==> src/rtl/chaos_pkg.sv <==
// Shared definitions for the chaos iteration controller: default data width,
// FSM state encoding and float64 bit patterns used by benches.
package chaos_pkg;

    localparam int DATA_WIDTH_DEF = 64;

    // Controller states, exposed on the debug port of chaos_iter_ctrl.
    typedef enum logic [1:0] {
        IDLE  = 2'd0,
        ISSUE = 2'd1,
        WAIT  = 2'd2,
        DONE  = 2'd3
    } state_e;

    localparam logic [63:0] FP_ONE  = 64'h3FF0000000000000;
    localparam logic [63:0] FP_ZERO = 64'h0000000000000000;

endpackage

==> src/rtl/chaos_result_latch.sv <==
// Per-axis result capture: holds the first value strobed in while armed and
// flags it; reports repeated strobes (dup) and strobes outside WAIT (stray).
module chaos_result_latch #(
    parameter int W = 64
) (
    input  logic         clk,
    input  logic         rst_n,
    input  logic         capture_i,
    input  logic         clear_i,
    input  logic         armed_i,
    input  logic [W-1:0] din_i,
    output logic [W-1:0] data_o,
    output logic         flag_o,
    output logic         dup_err_o,
    output logic         stray_err_o
);

    logic [W-1:0] data_q, data_d;
    logic         flag_q, flag_d;

    // First strobe while armed wins; later strobes never overwrite it.
    always_comb begin
        data_d = data_q;
        flag_d = flag_q;
        if (clear_i) begin
            flag_d = 1'b0;
        end else if (armed_i && capture_i && !flag_q) begin
            data_d = din_i;
            flag_d = 1'b1;
        end
    end

    // Capture register and flag.
    always_ff @(posedge clk or negedge rst_n) begin
        if (!rst_n) begin
            data_q <= '0;
            flag_q <= 1'b0;
        end else begin
            data_q <= data_d;
            flag_q <= flag_d;
        end
    end

    assign data_o      = data_q;
    assign flag_o      = flag_q;
    assign dup_err_o   = armed_i & capture_i & flag_q;
    assign stray_err_o = capture_i & ~armed_i;

endmodule

==> src/rtl/chaos_iter_ctrl.sv <==
// Iteration controller in front of the per-axis forward-Euler stages.
// Issues (xn, yn, zn), gathers xn1/yn1/zn1 in any order, feeds them back and
// streams each completed state vector. Data is treated as opaque bits.
// Optional macro CHAOS_ITER_WDOG_EN adds a WAIT watchdog of WDOG_CYCLES.
//
// Handshake: the controller's *_valid outputs and the stages' *1_valid
// strobes are single-cycle pulses with no backpressure; data is meaningful
// only in the cycle its valid is high.
module chaos_iter_ctrl
    import chaos_pkg::*;
#(
    parameter int DATA_WIDTH  = DATA_WIDTH_DEF,
    parameter int ITER_W      = 32,
    parameter int WDOG_CYCLES = 1024
) (
    input  logic                  clk,
    input  logic                  rst_n,
    input  logic                  start,
    input  logic [DATA_WIDTH-1:0] x0,
    input  logic [DATA_WIDTH-1:0] y0,
    input  logic [DATA_WIDTH-1:0] z0,
    input  logic [ITER_W-1:0]     iter_num,
    output logic                  xn_valid,
    output logic                  yn_valid,
    output logic                  zn_valid,
    output logic [DATA_WIDTH-1:0] xn,
    output logic [DATA_WIDTH-1:0] yn,
    output logic [DATA_WIDTH-1:0] zn,
    input  logic                  xn1_valid,
    input  logic                  yn1_valid,
    input  logic                  zn1_valid,
    input  logic [DATA_WIDTH-1:0] xn1,
    input  logic [DATA_WIDTH-1:0] yn1,
    input  logic [DATA_WIDTH-1:0] zn1,
    output logic                  sample_valid,
    output logic [DATA_WIDTH-1:0] sample_x,
    output logic [DATA_WIDTH-1:0] sample_y,
    output logic [DATA_WIDTH-1:0] sample_z,
    output logic [ITER_W-1:0]     iter_cnt,
    output logic                  busy,
    output logic                  done,
    output logic                  err,
    output state_e                dbg_state
);

    state_e state_q, state_d;

    logic [DATA_WIDTH-1:0] x_q, y_q, z_q;
    logic [ITER_W-1:0]     iter_num_q, iter_cnt_q, iter_cnt_inc;
    logic                  sample_valid_q, err_q, err_d;

    logic [DATA_WIDTH-1:0] x_cap, y_cap, z_cap, x_eff, y_eff, z_eff;
    logic                  x_flag, y_flag, z_flag;
    logic                  x_dup, y_dup, z_dup, x_stray, y_stray, z_stray;
    logic                  armed, clear_flags, start_acc, complete, wdog_to;

    assign armed        = (state_q == WAIT);
    assign clear_flags  = (state_q == ISSUE);
    assign start_acc    = (state_q == IDLE) && start;
    assign iter_cnt_inc = iter_cnt_q + 1'b1;

    chaos_result_latch #(.W(DATA_WIDTH)) u_lat_x (
        .clk(clk), .rst_n(rst_n), .capture_i(xn1_valid), .clear_i(clear_flags),
        .armed_i(armed), .din_i(xn1), .data_o(x_cap), .flag_o(x_flag),
        .dup_err_o(x_dup), .stray_err_o(x_stray)
    );
    chaos_result_latch #(.W(DATA_WIDTH)) u_lat_y (
        .clk(clk), .rst_n(rst_n), .capture_i(yn1_valid), .clear_i(clear_flags),
        .armed_i(armed), .din_i(yn1), .data_o(y_cap), .flag_o(y_flag),
        .dup_err_o(y_dup), .stray_err_o(y_stray)
    );
    chaos_result_latch #(.W(DATA_WIDTH)) u_lat_z (
        .clk(clk), .rst_n(rst_n), .capture_i(zn1_valid), .clear_i(clear_flags),
        .armed_i(armed), .din_i(zn1), .data_o(z_cap), .flag_o(z_flag),
        .dup_err_o(z_dup), .stray_err_o(z_stray)
    );

    // A strobe arriving this cycle counts immediately, so the last result at
    // cycle T produces the next issue at T+1.
    assign x_eff    = x_flag ? x_cap : xn1;
    assign y_eff    = y_flag ? y_cap : yn1;
    assign z_eff    = z_flag ? z_cap : zn1;
    assign complete = armed && (x_flag || xn1_valid) && (y_flag || yn1_valid)
                            && (z_flag || zn1_valid);

`ifdef CHAOS_ITER_WDOG_EN
    localparam int WdogW = $clog2(WDOG_CYCLES + 1);
    logic [WdogW-1:0] wdog_q, wdog_d;

    // Count cycles spent in WAIT; restart on every issue.
    always_comb begin
        wdog_d = wdog_q;
        if (state_q == ISSUE) begin
            wdog_d = '0;
        end else if (state_q == WAIT) begin
            wdog_d = wdog_q + 1'b1;
        end
    end

    // Watchdog counter register.
    always_ff @(posedge clk or negedge rst_n) begin
        if (!rst_n) begin
            wdog_q <= '0;
        end else begin
            wdog_q <= wdog_d;
        end
    end

    assign wdog_to = armed && !complete && (wdog_q == WdogW'(WDOG_CYCLES - 1));
`else
    assign wdog_to = 1'b0;
    // WDOG_CYCLES only matters when the watchdog is built in.
    if (WDOG_CYCLES < 1) begin : g_wdog_cfg_unused
    end
`endif

    // FSM state register.
    always_ff @(posedge clk or negedge rst_n) begin
        if (!rst_n) begin
            state_q <= IDLE;
        end else begin
            state_q <= state_d;
        end
    end

    // FSM next-state logic.
    always_comb begin
        state_d = state_q;
        unique case (state_q)
            IDLE:  if (start) state_d = (iter_num == '0) ? DONE : ISSUE;
            ISSUE: state_d = WAIT;
            WAIT: begin
                if (complete) begin
                    state_d = (iter_cnt_inc == iter_num_q) ? DONE : ISSUE;
                end else if (wdog_to) begin
                    state_d = DONE;
                end
            end
            DONE:  state_d = IDLE;
            default: state_d = IDLE;
        endcase
    end

    // FSM outputs decoded from the current state.
    always_comb begin
        xn_valid = (state_q == ISSUE);
        yn_valid = (state_q == ISSUE);
        zn_valid = (state_q == ISSUE);
        busy     = (state_q == ISSUE) || (state_q == WAIT);
        done     = (state_q == DONE);
    end

    // Sticky error: start clears it, any stray/duplicate strobe or timeout sets it.
    always_comb begin
        err_d = start_acc ? 1'b0 : err_q;
        if (x_dup || y_dup || z_dup || x_stray || y_stray || z_stray || wdog_to) begin
            err_d = 1'b1;
        end
    end

    // State vector, iteration bookkeeping, sample pulse and error flag.
    always_ff @(posedge clk or negedge rst_n) begin
        if (!rst_n) begin
            x_q            <= '0;
            y_q            <= '0;
            z_q            <= '0;
            iter_num_q     <= '0;
            iter_cnt_q     <= '0;
            sample_valid_q <= 1'b0;
            err_q          <= 1'b0;
        end else begin
            if (start_acc) begin
                x_q        <= x0;
                y_q        <= y0;
                z_q        <= z0;
                iter_num_q <= iter_num;
                iter_cnt_q <= '0;
            end else if (complete) begin
                x_q        <= x_eff;
                y_q        <= y_eff;
                z_q        <= z_eff;
                iter_cnt_q <= iter_cnt_inc;
            end
            sample_valid_q <= complete;
            err_q          <= err_d;
        end
    end

    // The state registers double as the issue bus and the sample bus.
    assign xn           = x_q;
    assign yn           = y_q;
    assign zn           = z_q;
    assign sample_x     = x_q;
    assign sample_y     = y_q;
    assign sample_z     = z_q;
    assign sample_valid = sample_valid_q;
    assign iter_cnt     = iter_cnt_q;
    assign err          = err_q;
    assign dbg_state    = state_q;

endmodule
==> config.mk <==
export PLATFORM = sky130hd
export DESIGN_NAME = chaos_iter_ctrl
export DESIGN_NICKNAME = d
export VERILOG_FILES = /design/src/rtl/chaos_pkg.sv /design/src/rtl/chaos_result_latch.sv /design/src/rtl/chaos_iter_ctrl.sv
export SDC_FILE = /design/constraint.sdc
export NUM_CORES = 1
export LEC_CHECK = 0
export BUFFER_PORTS_ARGS = -buffer_cell sky130_fd_sc_hd__buf_2
export CORE_AREA = 2 2 330 332
export DETAILED_ROUTE_END_ITERATION = 6
export DIE_AREA = 0 0 332 334
export SETUP_SLACK_MARGIN = 0.1
export SLEW_MARGIN = 20
export SYNTH_ARGS = -nofsm -noshare
export SYNTH_HDL_FRONTEND = slang
export SYNTH_SLANG_ARGS = --single-unit
==> constraint.sdc <==
create_clock -name clk -period 3.6 [get_ports clk]
set_clock_uncertainty 0.1 [all_clocks]
set_input_delay 0.36 -clock clk [delete_from_list [all_inputs] [get_ports clk]]
set_output_delay 0.36 -clock clk [all_outputs]
set_load 0.02 [all_outputs]
# ---- Yosys cells after proc, flatten, opt, wreduce, memory -nomap -nowiden
# Cells that the tools add are included.
dict set report word_totals {
  register_bits 455
  latch_bits 0
  ram_bits 0
  mem_bits_ro 0
  in_bits 422
  output_inout_bits 425
  word_cells 89
  n_memories 0
}
dict set report op_classes {
  addsub 1
  multipliers 0
  div_mod_pow 0
  order_cmp 0
  eq_ne 6
  shift 0
  muxes 24
  bitwise_logic 11
  n_reduce_logical 33
}
# cell count
set op_table {}
lappend op_table {{2-to-1 mux 64 bit} 9}
lappend op_table {{2-to-1 mux 32 bit} 2}
lappend op_table {{adder 32 x 1 -> 32 bit (second input constant)} 1}
lappend op_table {{equality test 32 bit} 1}
lappend op_table {{zero test 32 bit} 1}
lappend op_table {{logical AND 1 bit} 10}
lappend op_table {{nonzero test 2 bit} 5}
lappend op_table {{AND 1 bit} 9}
lappend op_table {{logical OR 1 bit} 9}
lappend op_table {{2-to-1 mux 1 bit} 8}
lappend op_table {{2-to-1 mux 2 bit} 4}
lappend op_table {{one-hot mux 2 bit (4 select lines)} 1}
lappend op_table {{AND reduction 2 bit} 4}
lappend op_table {{equality test 2 bit (second input constant)} 2}
lappend op_table {{zero test 1 bit} 3}
lappend op_table {{equality test 2 x 1 -> 1 bit (second input constant)} 1}
lappend op_table {{zero test 2 bit} 1}
lappend op_table {{!= test 2 x 1 -> 1 bit (second input constant)} 1}
lappend op_table {{!= test 2 bit (second input constant)} 1}
lappend op_table {{inverter 1 bit} 2}

# ---- Depth between registers and ports, before layout
# Gate-level depths: netlist of the first run.
dict set report logic_depth {
  ltp_word 9
  depth_mapped 12
  mapped_depth_nobuf 9
}

# ---- By module
# Synthesis of the first run repeated with hierarchy kept, for this count alone.
dict set report unflattened {
  hier_cells 2290
  area_unflattened_um2 24337.1
}
# module n_inst cells_each area_each_um2 seq_area_each_um2
set modules_own_cells {}
lappend modules_own_cells {chaos_iter_ctrl 1 1867 16086.7 6506.2}
lappend modules_own_cells {chaos_result_latch 3 141 2750.1 1626.6}

# ---- Least setup slack after synthesis of the first run
# No wires, ideal clock.
dict set report synth_path {
  path_type {reg-to-reg}
  from {register iter_cnt_q[0], in the netlist iter_cnt[0]}
  to {register state_q[1], in the netlist dbg_state[1]}
  setup_ps 130
  t_arrival_ps 2567
  required_time_ps 3370
  path_slack_ps 802
  stages_incl_launch_ff 11
  n_path_buf 1
  period_less_slack_ps 2798
  cell_sequence {dfrtp_1 ha_1 nand3_1 or4_1 buf_2 nor3_2 mux2_2 mux2i_1 o21bai_1 a41oi_1 a21oi_1}
}
dict set report synth_between {
  elab_chain_len 5
}
# item line_no
set synth_rtl {}
lappend synth_rtl {{from (decl)} chaos_iter_ctrl.sv:49} ;# logic [ITER_W-1:0] iter_num_q, iter_cnt_q, iter_cnt_inc;
lappend synth_rtl {{from (signal assigned)} chaos_iter_ctrl.sv:182} ;# iter_cnt_q <= iter_cnt_inc;
lappend synth_rtl {{adder 32 x 1 -> 32 bit} chaos_iter_ctrl.sv:60} ;# assign iter_cnt_inc = iter_cnt_q + 1'b1;
lappend synth_rtl {{equality test 32 bit} chaos_iter_ctrl.sv:134} ;# state_d = (iter_cnt_inc == iter_num_q) ? DONE : ISSUE;
lappend synth_rtl {{2-to-1 mux 2 bit} chaos_iter_ctrl.sv:134}
lappend synth_rtl {{2-to-1 mux 2 bit} chaos_iter_ctrl.sv:133} ;# if (complete) begin
lappend synth_rtl {{one-hot mux 2 bit (4 select lines)} chaos_iter_ctrl.sv:129} ;# unique case (state_q)
lappend synth_rtl {{to (signal assigned)} chaos_iter_ctrl.sv:122} ;# state_q <= state_d;
lappend synth_rtl {{to (decl)} chaos_iter_ctrl.sv:46} ;# state_e state_q, state_d;
# Every way passes these cells. The select of a mux whose other input is x is not followed.
# A chain may end at the register's enable or synchronous reset.

# ---- Worst setup path after layout of the first run
dict set report layout_path {
  from {register state_q[0], in the netlist dbg_state[0]}
  to {register y_q[40], in the netlist sample_y[40]}
}
dict set report layout_between {
  elab_chain_len 5
  elab_cells_between_ends 8
  cone_classes {1 x eq/ne; 1 x mux; 6 x reduce/logical}
}
# item line_no
set layout_rtl {}
lappend layout_rtl {{equality test 2 bit} chaos_iter_ctrl.sv:57} ;# assign armed = (state_q == WAIT);
lappend layout_rtl {{logical AND 1 bit (2 in a row)} chaos_iter_ctrl.sv:83} ;# assign complete = armed && (x_flag || xn1_valid) && (y_flag || yn1_valid)
lappend layout_rtl {{logical AND 1 bit} chaos_iter_ctrl.sv:84} ;# && (z_flag || zn1_valid);
lappend layout_rtl {{nonzero test 2 bit (no line)} n/a}
lappend layout_rtl {{to (signal assigned)} chaos_iter_ctrl.sv:174} ;# y_q <= y0;
lappend layout_rtl {{to (signal assigned)} chaos_iter_ctrl.sv:180} ;# y_q <= y_eff;
lappend layout_rtl {{to (decl)} chaos_iter_ctrl.sv:48} ;# logic [DATA_WIDTH-1:0] x_q, y_q, z_q;
# Parallel ways exist; a longest one is shown, timed or not.

==> flow_summary.yaml, run 1 <==
synth:
  synth_top_cell_area_share_pct: 48.9
  synthArstFlopShare_pct: 100
  ys_seq_area_share_pct: 48.9
  synth.largest_area_cell: "dfrtp_1"
  synth-main-ff-cell: "dfrtp_1"
  synth-seq-cells: 455
  synth_edf_count: 0
  syn-num-nets: 2788
  ys_top_cells_by_count: "455 x dfrtp_1, 313 x nand2_1, 236 x nor2_1"
  yosys_warnings: 0
  netlist_area_um2: 23300
  yosysMostFrequentCell: "dfrtp_1"
  netlist_instances: 2360
  synth_area_leaders: "dfrtp_1 49%, mux2_2 9.3%, mux2i_1 8.4%"
  avgSynthCellArea_um2: 9.88
  synth_cell_types: 58
cts:
  clock-root-buffer: "clkbuf_16"
  clockBufferDepth: 3
  cts_resized: 0
  clkSinkCount: 455
  insertion_delay_ns: 0.63
  htreeDepth: 2
  cts_tree: "done"
  cts_buffers: 54
  post_cts_buffers: 0
  clkTransAtPathRegs_ns: 0.06
routing:
  route.detailed.wl_per_inst_um: 18.3
  drcViolationCount: 0
  firstDrtPassIters: 5
  ant_nets: 0
  vias_per_cell: 4.39
  vias: 21364
  first_iter_violations: 1244
  routed_wl_um: 89000
setup_path:
  path_class: "register to register"
  cp-startpoint: "dbg_state[0]"
  cp-end-kind: "register"
  worstPathArrival_ns: 3.72
  crit_fanout: 30
  r2r-end: "sample_y[40]"
  reg2reg_slack_ns: 0.35
  crit_end: "sample_y[40]"
  crit_required_ns: 4.07
  reg2reg_depth: 10
  cp-start-kind: "register"
  rr_startpoint: "dbg_state[0]"
placement:
  io_buffers: 846
  gp_congestion: 0.893
  hpwl_um: 63300
global_routing:
  antenna_found_initial: 13
  grt_max_degree: 128
  grt_use_total_pct: 15.5
  grt_pass1_wl_um: 133000
  grt_pass1_vias: 21860
  grt_overflow: 0
floorplan:
  row_count: 121
  ios: 847
  initial_core_util_pct: 21.6
  fp.dieW_um: 332
  core_area_um2: 108000
  die_area_um2: 111000
  die_y_um: 334
sta:
  rsz0062_at_grt: "no"
  period_share_pct: 90.3
  finalHoldViolations: 0
  min_period_ns: 3.25
  setup_viol: 0
  timing.fmax_ghz: 0.308
  max_slew_margin_pct: 36.6
  tns_ns: 0
  slew_viol_final: 0
  tightest_slew_ns: 0.952
job:
  drv_cap: 0
status:
  status: "completed"
cells_and_area:
  syn_to_final_growth_pct: 46.0
  fin_util_pct: 31.6
  final_nets: 3835
  drive_gt1_share_pct: 34.9
hold_path:
  hold_class: "input pin to register"
  min_path_cells: 3
  min-delay-start: "yn1_valid"
pwr:
  leakage_nw: 15.6
  max-vdd-ir-drop_mv: 0.518
  power_density_nw_per_um2: 803
## critical path: stages (launching register included)
cell and delay, ns:
dfrtp_1 0.43, inv_1 0.13, ha_1 0.40, o21ai_0 0.16, or3_4 0.51, buf_4 0.30
buf_4 0.25, nor2_1 0.12, a21oi_1 0.04, o21ai_0 0.15, dlygate4sd3_1 0.57
## final cells by class
type / count / area, µm²
Multi-Input combinational cell: 1542 / 9810
Clock inverter: 16 / 174
Fill cell: 11018 / 73800
Timing Repair Buffer: 1344 / 9270
Tap cell: 1414 / 1770
Antenna cell: 3 / 7.51
Inverter: 10 / 37.5
Sequential cell: 455 / 11400
Clock buffer: 78 / 1560
## repair_timing
| item | in CTS | in global routing |
|---|---|---|
| endpoints found under the setup margin | 0 | 0 |
| hold buffers | 439 | 0 |
| endpoints found under the hold margin | 493 | 0 |
## flip-flops by register name (all words and copies together), names as in the netlist, 2 cells and up
| register | cells |
|---|---|
| sample_z | 64 |
| iter_cnt | 32 |
| dbg_state | 2 |
| u_lat_x.data_o | 64 |
| u_lat_y.data_o | 64 |
| sample_x | 64 |
| sample_y | 64 |
| iter_num_q | 32 |
| u_lat_z.data_o | 64 |
## through the flow
| step | cells | worst slack (ns) | hold slack, ns | total power [W] | cell area, µm² |
|---|---|---|---|---|---|
| global route | 4860 | 0.166 | 0.0890 | 0.0289 | 34000 |
| finish | 4862 | 0.350 | 0.0875 | 0.0273 | 34000 |
| global placement | 4326 | 0.642 | 0.381 | 0.0210 | 27900 |
| detailed placement | 4326 | 0.636 | 0.383 | 0.0212 | 27900 |
| CTS | 4859 | 0.428 | 0.00690 | 0.0274 | 34000 |
| floorplan | 2360 | 0.802 | -0.0356 | 0.0178 | 23300 |
## layer usage
| metal | share of wire, % | wire, µm | global-route usage (%) |
|---|---|---|---|
| met5 | 0.083 | 74 | 0 |
| met4 | 4.2 | 3760 | 6.74 |
| met3 | 7.7 | 6860 | 4.48 |
| met2 | 46 | 41300 | 25.1 |
| met1 | 42 | 37000 | 19.1 |
## power by group
group / internal (W) / switching [W] / total [W]
combinational: 0.00498 / 0.00749 / 0.0125
clock: 0.00321 / 0.00230 / 0.00551
sequential: 0.00747 / 0.00189 / 0.00936
total: 0.0157 / 0.0117 / 0.0273
## kinds of logic (layout without fill, tap and decap cells)
| logic type | after synthesis | in the layout | synth area share (%) |
|---|---|---|---|
| AND/OR/NAND/NOR | 638 | 638 | 11.5 |
| flip-flops | 455 | 455 | 48.9 |
| AO/OA/AOI/OAI | 441 | 441 | 9.86 |
| multiplexers | 388 | 388 | 17.7 |
| buffers and inverters | 363 | 1448 | 9.16 |
| XOR/XNOR | 68 | 68 | 2.56 |
| adder cells (fa/ha/maj) | 7 | 7 | 0.365 |
| other | 0 | 3 | 0 |
## worst min-delay path by stage
stage	to	slack (ns)
3_5_place_dp	u_lat_z.data_o[35]	0.38
6_report	u_lat_y.flag_o	0.09
4_1_cts	u_lat_y.flag_o	0.007
2_1_floorplan	dbg_state[0]	-0.04
5_1_grt	u_lat_y.flag_o	0.09
3_3_place_gp	sample_z[35]	0.38
## cells in the final DEF, fill, tap and decap left out, types with 4 or more instances in the layout
| cell | synthesis | layout |
|---|---|---|
| buf_2 | 2 | 845 |
| nor2_1 | 236 | 236 |
| clkbuf_16 | 0 | 55 |
| buf_4 | 196 | 44 |
| xnor2_1 | 36 | 36 |
| dfrtp_1 | 455 | 452 |
| clkinv_2 | 0 | 7 |
| a21oi_1 | 210 | 210 |
| inv_1 | 10 | 10 |
| or3_1 | 10 | 9 |
| and3_1 | 4 | 4 |
| or4_1 | 4 | 4 |
| mux2_2 | 193 | 193 |
| mux2i_1 | 195 | 195 |
| xor2_1 | 32 | 32 |
| nor4_1 | 14 | 14 |
| nand3_1 | 13 | 13 |
| clkbuf_8 | 3 | 10 |
| nor3_1 | 9 | 9 |
| nand4_1 | 11 | 11 |
| ha_1 | 6 | 6 |
| nand2_1 | 313 | 313 |
| buf_12 | 0 | 15 |
| o21ai_0 | 211 | 211 |
| dlygate4sd3_1 | 0 | 439 |
| clkbuf_1 | 137 | 13 |
No activity file was read; power rests on OpenSTA's default activity.
==> run 2: changes to the inputs <==
Settings changed: CTS_CLUSTER_DIAMETER from default to 80.
Clock period 3.6 ns to 3.25 ns, I/O delays scaled along.
==> run 2 against run 1 <==
  * Worst setup slack worse by 0.11 ns
  * Via count is 2.0% higher
  * Count of clock-buffer cells in the layout rose by 3
  * Wire length rose by 2.7%
  * Final cell count up 1.4%
  * First-iteration DRC count rose by 5.7%
  * Utilization grew 0.82 points
  * Worst hold slack gained 0.043 ns
  * Clock power increased by 22%
  * Critical path type unchanged
==> flow_summary.yaml, run 2 (synthesis gave the netlist of run 1 again) <==
cells_and_area:
  multi_input_area_um2: 9820
  final_cell_mix: "845 x buf_2, 493 x dlygate4sd3_1, 452 x dfrtp_1, 313 x nand2_1, 236 x nor2_1"
  n_fill_cell: 10874
  syn_to_final_growth_pct: 49.8
  fin_util_pct: 32.4
  postLayoutCellArea_um2: 34900
  seq_area_um2: 11400
  final_nets: 3895
  final_common_cell: "buf_2"
  drive_gt1_share_pct: 34.8
cts:
  clock-root-buffer: "clkbuf_16"
  htreeDepth: 2
  insertion_delay_ns: 0.63
  cts_tree: "done"
  cts_buffers: 58
  clockBufferDepth: 3
  clkTransAtPathRegs_ns: 0.06
  clkSinkCount: 455
global_routing:
  grt_max_degree: 142
  grt_overflow: 0
  grt_use_total_pct: 15.6
  antenna_found_initial: 13
  grt_pass1_wl_um: 134000
  grt_pass1_vias: 22155
sta:
  finalHoldViolations: 0
  tns_ns: 0
  max_slew_margin_pct: 41.1
  min_period_ns: 3.01
  period_share_pct: 92.7
  slew_viol_final: 0
  timing.fmax_ghz: 0.332
  setup_ws_ns: 0.237
  tightest_slew_ns: 0.860
  rsz0062_at_grt: "no"
  setup_viol: 0
floorplan:
  die_area_um2: 111000
  row_count: 121
  ios: 847
  initial_core_util_pct: 21.6
  core_area_um2: 108000
  die_y_um: 334
  fp.dieW_um: 332
job:
  drv_cap: 0
placement:
  post-place-ws_ns: 0.231
  gp_congestion: 0.927
  io_buffers: 846
  place_area_um2: 27900
  hpwl_um: 62900
pwr:
  leakage_nw: 16.0
  power_density_nw_per_um2: 906
  totalPowerFinal_w: 0.0316
  max-vdd-ir-drop_mv: 0.582
routing:
  route.detailed.wl_per_inst_um: 18.5
  vias: 21797
  drcViolationCount: 0
  vias_per_cell: 4.42
  firstDrtPassIters: 5
  first_iter_violations: 1315
  routed_wl_um: 91400
  ant_nets: 0
setup_path:
  rr_startpoint: "dbg_state[0]"
  cp-startpoint: "dbg_state[0]"
  path_class: "register to register"
  crit_required_ns: 3.72
  cp-end-kind: "register"
  cp-start-kind: "register"
  crit_fanout: 71
  worstPathArrival_ns: 3.49
status:
  status: "completed"
hold_path:
  hold_class: "input pin to register"
  min-delay-start: "start"
run 2: critical path, stage by stage (launching register included):
cell	delay, ns
dfrtp_1	0.42
inv_1	0.12
ha_1	0.19
o21ai_0	0.09
or3_4	0.44
buf_16	0.22
buf_6	0.33
nor2_1	0.13
a21oi_1	0.04
o21ai_0	0.16
dlygate4sd3_1	0.56
run 2: power breakdown:
group,switching [W],internal [W]
combinational,0.00845,0.00606
sequential,0.00208,0.00828
clock,0.00270,0.00404
total,0.0132,0.0184
run 2: final cells by class:
cell class / count / area share (%)
timing repair buffer: 1400 / 28.3
inverter: 10 / 0.108
clock inverter: 22 / 0.835
sequential: 455 / 32.6
multi-input combinational: 1542 / 28.1
antenna: 5 / 0.0358
tap: 1414 / 5.07
clock buffer: 81 / 4.87
run 2: repair_timing:
item / CTS / global route
setup endpoints to repair: 0 / 17
hold buffers: 493 / 0
setup buffers: 0 / 2
gates resized for setup: 0 / 5
hold endpoints to repair: 471 / 0
run 2: stage by stage:
step	instances	hold slack [ns]
after detailed placement	4325	0.263
final	4929	0.131
after global routing	4929	0.0991
after global placement	4325	0.262
after floorplan	2360	-0.0706
after CTS	4921	0.0596
run 2: worst paths after layout:
kind | endpoint | slack [ns] | depth (start not counted)
setup / recovery | sample_y[35] | 0.24 | 10
hold / removal | dbg_state[0] | 0.13 | 3
setup reg to reg | sample_y[35] | 0.24 | 10
hold reg to reg | iter_num_q[30] | 0.39 | 2
max in group asynchronous | iter_cnt[5] | 1.90 | 4
min in group asynchronous | sample_z[35] | 0.16 | 2
run 2: layer usage:
metal	GRT usage, %	up-vias	part of all wire, %
met5	0	-	0.047
met4	5.84	6	3.3
met3	4.45	154	7.7
met2	25.8	790	48
met1	19.4	10779	41
li1	-	10068	-
==> run 3: changes to the inputs <==
Settings changed: RECOVER_POWER from default to 100.
==> run 3 against run 2 <==
  * The flow now finishes with violations (capacitance limit, slew limit)
  * Maximum frequency rose by 0.39%
  * Total power fell by 1.9%
  * Wire length rose by 0.12%
  * Global-route usage did not move
==> flow_summary.yaml, run 3 (synthesis gave the netlist of run 1 again) <==
status:
  status: "finished with violations"
  violations: "capacitance limit, slew limit"
floorplan:
  initial_core_util_pct: 21.6
  fp.dieW_um: 332
  ios: 847
  core_area_um2: 108000
  die_y_um: 334
  die_area_um2: 111000
  row_count: 121
sta:
  slew_viol_final: 63
  finalHoldWorstSlack_ns: 0.132
  finalHoldViolations: 0
  max_slew_margin_pct: -47.1
  tns_ns: 0
  setup_ws_ns: 0.249
  timing.fmax_ghz: 0.333
  setup_viol: 0
  min_period_ns: 3.00
  period_share_pct: 92.3
  rsz0062_at_grt: "no"
  tightest_slew_ns: 2.21
cells_and_area:
  drive_gt1_share_pct: 22.3
  final_cell_mix: "493 x dlygate4sd3_1, 452 x dfrtp_1, 442 x clkbuf_1, 421 x buf_2, 313 x nand2_1"
  final_common_cell: "dlygate4sd3_1"
  postLayoutCellArea_um2: 34200
  final_nets: 3895
  syn_to_final_growth_pct: 46.9
  fin_util_pct: 31.8
routing:
  routed_wl_um: 91500
  vias_per_cell: 4.42
  ant_nets: 0
  firstDrtPassIters: 5
  first_iter_violations: 1205
  drcViolationCount: 0
  route.detailed.wl_per_inst_um: 18.5
  vias: 21783
setup_path:
  crit_slowest_cell: "buf_4"
  path_cells: "inv_1 -> ha_1 -> clkbuf_1 -> nand2_1 -> nor3b_2 -> buf_4 -> mux2_2"
  path_class: "register to register"
  worstPathArrival_ns: 3.41
  r2r-end: "u_lat_z.data_o[39]"
  reg2reg_depth: 7
  crit_fanout: 64
  path_buf_inv: 3
  crit_family: "buffers and inverters"
  cp-end-kind: "register"
  critical_path.max_stage_delay_ns: 0.69
  rr_startpoint: "dbg_state[0]"
  reg2reg_slack_ns: 0.25
  crit_required_ns: 3.66
  cp-start-kind: "register"
global_routing:
  grt_max_degree: 142
  grt_overflow: 0
  grt_pass1_wl_um: 134000
  antenna_found_initial: 13
  grt_pass1_vias: 22155
  grt_use_total_pct: 15.6
pwr:
  combPwrFrac_pct: 44.7
  seqPwrFrac_pct: 33.6
  clkPwrFrac_pct: 21.7
  intPower_w: 0.0177
  switching_share_pct: 42.9
  power_density_nw_per_um2: 906
  p_switching_w: 0.0133
  max-vdd-ir-drop_mv: 0.570
  leakage_nw: 14.5
cts:
  cts_tree: "done"
  clkTransAtPathRegs_ns: 0.06
  clockBufferDepth: 3
  insertion_delay_ns: 0.63
  htreeDepth: 2
  clock-root-buffer: "clkbuf_16"
  clkSinkCount: 455
  cts_buffers: 58
placement:
  post-place-ws_ns: 0.231
  io_buffers: 846
  gp_congestion: 0.927
  hpwl_um: 62900
  place_area_um2: 27900
job:
  drv_cap: 1
hold_path:
  hold_class: "input pin to register"
  min-delay-start: "start"
  min_path_cells: 3
  whs_endpoint: "dbg_state[0]"
run 3: what timing repair did:
item                                   in CTS  in global routing
hold buffers                              493                  0
setup buffers                               0                  2
setup endpoints to repair                   0                 17
endpoints found under the hold margin     471                  0
gates resized for setup                     0                  5
run 3: how the worst max path moves through the flow:
stage | from | to | slack [ns] | depth (start not counted)
final | dbg_state[0] | u_lat_z.data_o[39] | 0.25 | 7
after global routing | dbg_state[0] | dbg_state[1] | 0.06 | 10
after CTS | dbg_state[0] | sample_y[33] | 0.12 | 10
after detailed placement | iter_cnt[2] | dbg_state[1] | 0.23 | 8
after global placement | iter_cnt[0] | dbg_state[1] | 0.28 | 9
after floorplan | iter_cnt[0] | dbg_state[1] | 0.45 | 10
run 3: area by class of cell:
class / instances / area, µm²
diodes: 7 / 17.5
clock inverters: 22 / 292
repair buffers: 1400 / 9200
multi-input cells: 1542 / 9810
fillers: 11155 / 73600
inverters: 10 / 37.5
well taps: 1414 / 1770
flip-flops and latches: 455 / 11400
clock buffers: 81 / 1700
run 3: routing by layer:
metal	part of all wire [%]	vias to the layer above	GRT usage (%)
met5	0.062	-	0
met4	3.6	8	5.84
met3	7.8	172	4.45
met2	47	807	25.8
met1	41	10724	19.4
li1	-	10072	-
run 3: per-stage QoR:
step                      power [W]  std cells
after floorplan              0.0197       2360
after global placement       0.0233       4325
after detailed placement     0.0235       4325
after CTS                    0.0315       4921
after global routing         0.0328       4930
final                        0.0310       4931
run 3: tightest hold or removal path: stages:
cell	delay (ns)
buf_2	0.13
and2b_2	0.22
o32a_1	0.13
run 3: power by group through the flow:
stage | Combinational, W | Sequential, W | Clock, W
after floorplan | 0.00861 | 0.0111 | 0
after detailed placement | 0.0132 | 0.0104 | 0
after global routing | 0.0150 | 0.0107 | 0.00713
after global placement | 0.0130 | 0.0103 | 0
after CTS | 0.0144 | 0.0103 | 0.00688
final | 0.0139 | 0.0104 | 0.00674
